===== config.mk =====
export PLATFORM = sky130hd
export DESIGN_NAME = alu_operand_latch
export DESIGN_NICKNAME = d
export VERILOG_FILES = /design/src/rtl/alu_operand_latch.sv
export SDC_FILE = /design/constraint.sdc
export NUM_CORES = 1
export LEC_CHECK = 0
export CORE_ASPECT_RATIO = 1.75
export CORE_MARGIN = 5
export CORE_UTILIZATION = 43
export DETAILED_ROUTE_END_ITERATION = 10
export PLACE_DENSITY_LB_ADDON = 0.25
export SYNTH_ARGS = -nofsm -noshare
export SYNTH_HDL_FRONTEND = slang
export SYNTH_SLANG_ARGS = --single-unit
export TNS_END_PERCENT = 1

===== constraint.sdc =====
create_clock -name clock -period 1.7 [get_ports clock]
set_input_delay 0.34 -clock clock [delete_from_list [all_inputs] [get_ports clock]]
set_output_delay 0.34 -clock clock [all_outputs]
set_load 0.005 [all_outputs]

===== src/rtl/alu_operand_latch.sv =====
// Operand collector between the shared data bus and the ALU: gathers A, B and
// the opcode in any order, then holds the complete set under a valid/ready handshake.
module alu_operand_latch #(
    parameter int                    WIDTH      = 16,
    parameter int                    OPW        = 4,
    parameter logic [(2**OPW)-1:0]   UNARY_MASK = 'h0300
) (
    input  logic             clock,
    input  logic             reset,
    input  logic [WIDTH-1:0] bus_in,
    input  logic [OPW-1:0]   opcode_in,
    input  logic             load_a,
    input  logic             load_b,
    input  logic             load_op,
    input  logic             clear,
    input  logic             alu_ready,
    output logic [WIDTH-1:0] a_out,
    output logic [WIDTH-1:0] b_out,
    output logic [OPW-1:0]   op_out,
    output logic             operands_valid,
    output logic             busy,
    output logic             proto_err
);

    typedef enum logic {
        COLLECT = 1'b0,
        ISSUE   = 1'b1
    } state_t;

    state_t           state_q, state_d;
    logic [WIDTH-1:0] a_q, a_d;
    logic [WIDTH-1:0] b_q, b_d;
    logic [OPW-1:0]   op_q, op_d;
    logic             have_a_q, have_a_d;
    logic             have_b_q, have_b_d;
    logic             have_op_q, have_op_d;
    logic             proto_err_q, proto_err_d;
    logic             any_load;

    assign any_load = load_a | load_b | load_op;

    always_comb begin
        state_d     = state_q;
        a_d         = a_q;
        b_d         = b_q;
        op_d        = op_q;
        have_a_d    = have_a_q;
        have_b_d    = have_b_q;
        have_op_d   = have_op_q;
        proto_err_d = proto_err_q;

        if (clear) begin
            state_d     = COLLECT;
            have_a_d    = 1'b0;
            have_b_d    = 1'b0;
            have_op_d   = 1'b0;
            proto_err_d = 1'b0;
        end else if (state_q == COLLECT) begin
            if (load_a) begin
                a_d      = bus_in;
                have_a_d = 1'b1;
            end
            if (load_b) begin
                b_d      = bus_in;
                have_b_d = 1'b1;
            end
            if (load_op) begin
                op_d      = opcode_in;
                have_op_d = 1'b1;
            end
            // Completion looks at this cycle's loads so valid follows the last load by one cycle.
            if (have_a_d && have_op_d && (have_b_d || UNARY_MASK[op_d])) begin
                state_d = ISSUE;
            end
        end else begin
            // Loads during ISSUE are dropped, even in the acceptance cycle.
            if (any_load) begin
                proto_err_d = 1'b1;
            end
            if (alu_ready) begin
                state_d   = COLLECT;
                have_a_d  = 1'b0;
                have_b_d  = 1'b0;
                have_op_d = 1'b0;
            end
        end
    end

    always_ff @(posedge clock) begin
        if (reset) begin
            state_q     <= COLLECT;
            a_q         <= '0;
            b_q         <= '0;
            op_q        <= '0;
            have_a_q    <= 1'b0;
            have_b_q    <= 1'b0;
            have_op_q   <= 1'b0;
            proto_err_q <= 1'b0;
        end else begin
            state_q     <= state_d;
            a_q         <= a_d;
            b_q         <= b_d;
            op_q        <= op_d;
            have_a_q    <= have_a_d;
            have_b_q    <= have_b_d;
            have_op_q   <= have_op_d;
            proto_err_q <= proto_err_d;
        end
    end

    // Unary opcodes present a zero B so a stale operand never reaches the ALU.
    assign a_out          = a_q;
    assign b_out          = UNARY_MASK[op_q] ? '0 : b_q;
    assign op_out         = op_q;
    assign operands_valid = (state_q == ISSUE);
    assign busy           = (state_q == ISSUE);
    assign proto_err      = proto_err_q;

endmodule


==> impl_metrics.csv, run 1 <==
group,metric,value,unit
sta,maxSlewViolCount,0,
die,fp.dieH,93.3,microns
job,maxCapViolCount,0,
clocking,clock_latency,0.29,ns
route,wl_met1,1.61,mm
logic_synthesis,synthAdderAreaFrac,0,%
layout,final_common_cell,"nand2_1",
die,fp.dieW,57.6,microns
sta,hold_viol_final,0,
route,drt_wl_total,4.31,mm
global_route,grt_max_degree,43,
sta,fin_tns_setup,0,ns
route,wl_met2,2.31,mm
sta,rsz0062_at_grt,"yes",
layout,syn_to_final_growth,49.5,%
placement,dp_slack,-0.0877,ns
layout,stdcell_area,0.00255,sq mm
setup_path,critical_path_class,"reg -> out",
clocking,hold_buffers,0,
setup_path,worstSetupStartpointType,"flop",
logic_synthesis,synth_top_family_by_area,"simple AND/OR/NAND/NOR gates",
clocking,post-cts-setup-buffers,0,
route,via_per_inst,4.99,
global_route,grt-ovfl-total,0,
sta,finalSetupViolCount,0,
placement,place_area,0.00244,sq mm
logic_synthesis,synth_area,0.00170,sq mm
logic_synthesis,ys_seq_area_share,49.4,%
layout,antenna_cells,0,
layout,drive_above_1_share,9.96,%
clocking,cts.clk_slew.worst_paths,0.07,ns
setup_path,cp.arrival,1.35,ns
layout,mostFrequentLayoutCells,"nand2_1, clkdlybuf4s50_1, dfxtp_1",
route,drt_pre_antenna_iters,4,
outcome,status,"finished clean",
route,route.detailed.drc,0,
logic_synthesis,synth_mux_area_share,2.94,%
global_route,grt_usage,16.8,%
setup_path,endpoint_kind,"output port",
power,power.leakage,1.06,nW
clocking,cts_tree,"done",
die,rows,30,
route,avgRoutedWirePerCell,13.5,microns
global_route,first_global_vias,1506,
clocking,cts-htree-levels,2,
placement,port_buffers,65,
logic_synthesis,syn_nets,230,
power,power_density,796,mW/mm^2
logic_synthesis,synth_xor_area_share,0,%
sta,min_period_over_period,99.6,%
die,core-area,0.00387,sq mm
logic_synthesis,synthCells,203,
logic_synthesis,synth-compound-area-share,12.5,%
layout,num-fill-cells,350,
route,top_layer_used,"met4",
route,wl_met3,243,microns
logic_synthesis,ys_ff_latch,42,
clocking,root_buffer,"clkbuf_8",
placement,gp_congestion,0.759,
clocking,cts.sinks,42,
logic_synthesis,synth_warnings,0,
die,initial_utilization,44.0,%
sta,relSlewSlack,77.3,%
global_route,antenna_found_initial,0,
die,fp.dieArea,0.00537,sq mm
power,ir_drop,530,uV
placement,hpwlAfterDp,3.12,mm
sta,max_clock_freq,591,MHz
sta,skew,0.00510,ns
layout,layout.cells.non_filler,319,
die,io-pin-count,66,
setup_path,path_max_fanout,16,
sta,post-route-min-period,1.69,ns
power,total_power,2.03,mW
logic_synthesis,synthSimpleGateAreaFrac,29.0,%
setup_path,reg2reg_depth,5,
layout,fin_nets,299,
route,ant_nets,0,
logic_synthesis,synth_cell_types,25,
clocking,cts.path.max_buffers,2,
hold_path,min_path_type,"reg -> reg",
placement,place_inst,313,
sta,layout_setup_ws,0.00727,ns
hold_path,worstHoldPathCells,2,
route,dr_total_vias,1591,
clocking,numCtsBuffers,5,
global_route,grt_pass1_wl,6.98,mm
setup_path,crit_required,1.36,ns
route,drtIter0Drc,27,
logic_synthesis,syn_area_per_cell,8.39,sq um
sta,worst_pin_slew,0.340,ns
-- through the flow --
stage / utilization [%] / hold slack (ns)
2_1_floorplan: - / 0.432
3_3_place_gp: 63.1 / 0.437
4_1_cts: 65.3 / 0.455
5_1_grt: 65.9 / 0.479
3_5_place_dp: 63.1 / 0.444
6_report: 65.9 / 0.453
-- kinds of logic after synthesis --
family,after synthesis
and+or+nand+nor,101
DFF,42
AOI/OAI and AO/OA,39
buffers and inverters,16
muxes,5
-- power breakdown --
group	internal, mW	switching, mW
sequential	1.03	0.0278
combinational	0.201	0.135
clock	0.313	0.322
total	1.54	0.484
-- cell usage after synthesis --
cell type | number | area (sq um)
nand2_1 | 65 | 244
dfxtp_1 | 42 | 841
a21oi_1 | 33 | 165
nor2b_1 | 16 | 100
clkbuf_1 | 6 | 22.5
buf_6 | 5 | 56.3
mux2i_1 | 5 | 50.1
nor2_1 | 5 | 18.8
nor3_1 | 4 | 20.0
a22oi_1 | 3 | 22.5
buf_2 | 2 | 10.0
nor3b_1 | 2 | 15.0
nor3b_4 | 2 | 37.5
or3b_1 | 2 | 17.5
buf_4 | 1 | 7.51
clkbuf_2 | 1 | 5.00
inv_1 | 1 | 3.75
nor3b_2 | 1 | 12.5
nor4_1 | 1 | 6.26
o211ai_1 | 1 | 7.51
o22a_1 | 1 | 8.76
o41ai_1 | 1 | 8.76
or3_1 | 1 | 6.26
or3b_2 | 1 | 8.76
or4_1 | 1 | 7.51
-- area by class of cell --
class,count,area [sq um],share of cell area [%]
clock buffer,6,82.6,3.24
tap,48,60.1,2.36
multi-input combinational,145,767,30.1
sequential,42,845,33.2
inverter,1,3.75,0.147
timing repair buffer,77,788,31.0
-- worst max-delay path: stages, from the launching register on --
cell and delay (ns):
dfxtp_4 0.41, nor2b_2 0.14, clkdlybuf4s50_1 0.51
-- final timing paths --
| kind | from | end | slack, ns |
|---|---|---|---|
| worst max register to register | busy$_SDFF_PP0_ | a_out[10]$_SDFFE_PP0P_ | 0.34 |
| worst min-delay path | b_q[12]$_SDFFE_PP0P_ | b_q[12]$_SDFFE_PP0P_ | 0.45 |
| worst max-delay path | flop | b_out[9] | 0.007 |
| worst min register to register | b_q[12]$_SDFFE_PP0P_ | b_q[12]$_SDFFE_PP0P_ | 0.45 |
-- registers in the layout, summed over array words and instances, names as in the netlist, named ones only --
register and cells:
a_out 16, b_q 16, op_out 3, busy 1, have_a_q 1, have_b_q 1, have_op_q 1, proto_err 1
-- what timing repair did --
action | in CTS | in global routing
endpoints found under the setup margin | 16 | 12
hold endpoints to repair | 0 | 0
resized for setup | 8 | 8
-- per-layer routing --
layer	track usage (%)	vias up
li1	-	802
met1	17.4	728
met2	29.7	47
met3	4.28	14
met4	9.48	0
met5	0	-
(Power assumes the default switching activity.)
==> inputs of run 2 (changes only) <==
GPL_ROUTABILITY_DRIVEN = 0   (was not set)
==> results of run 2 <==
Final layout, timing and power as in run 1 (identical DEF).
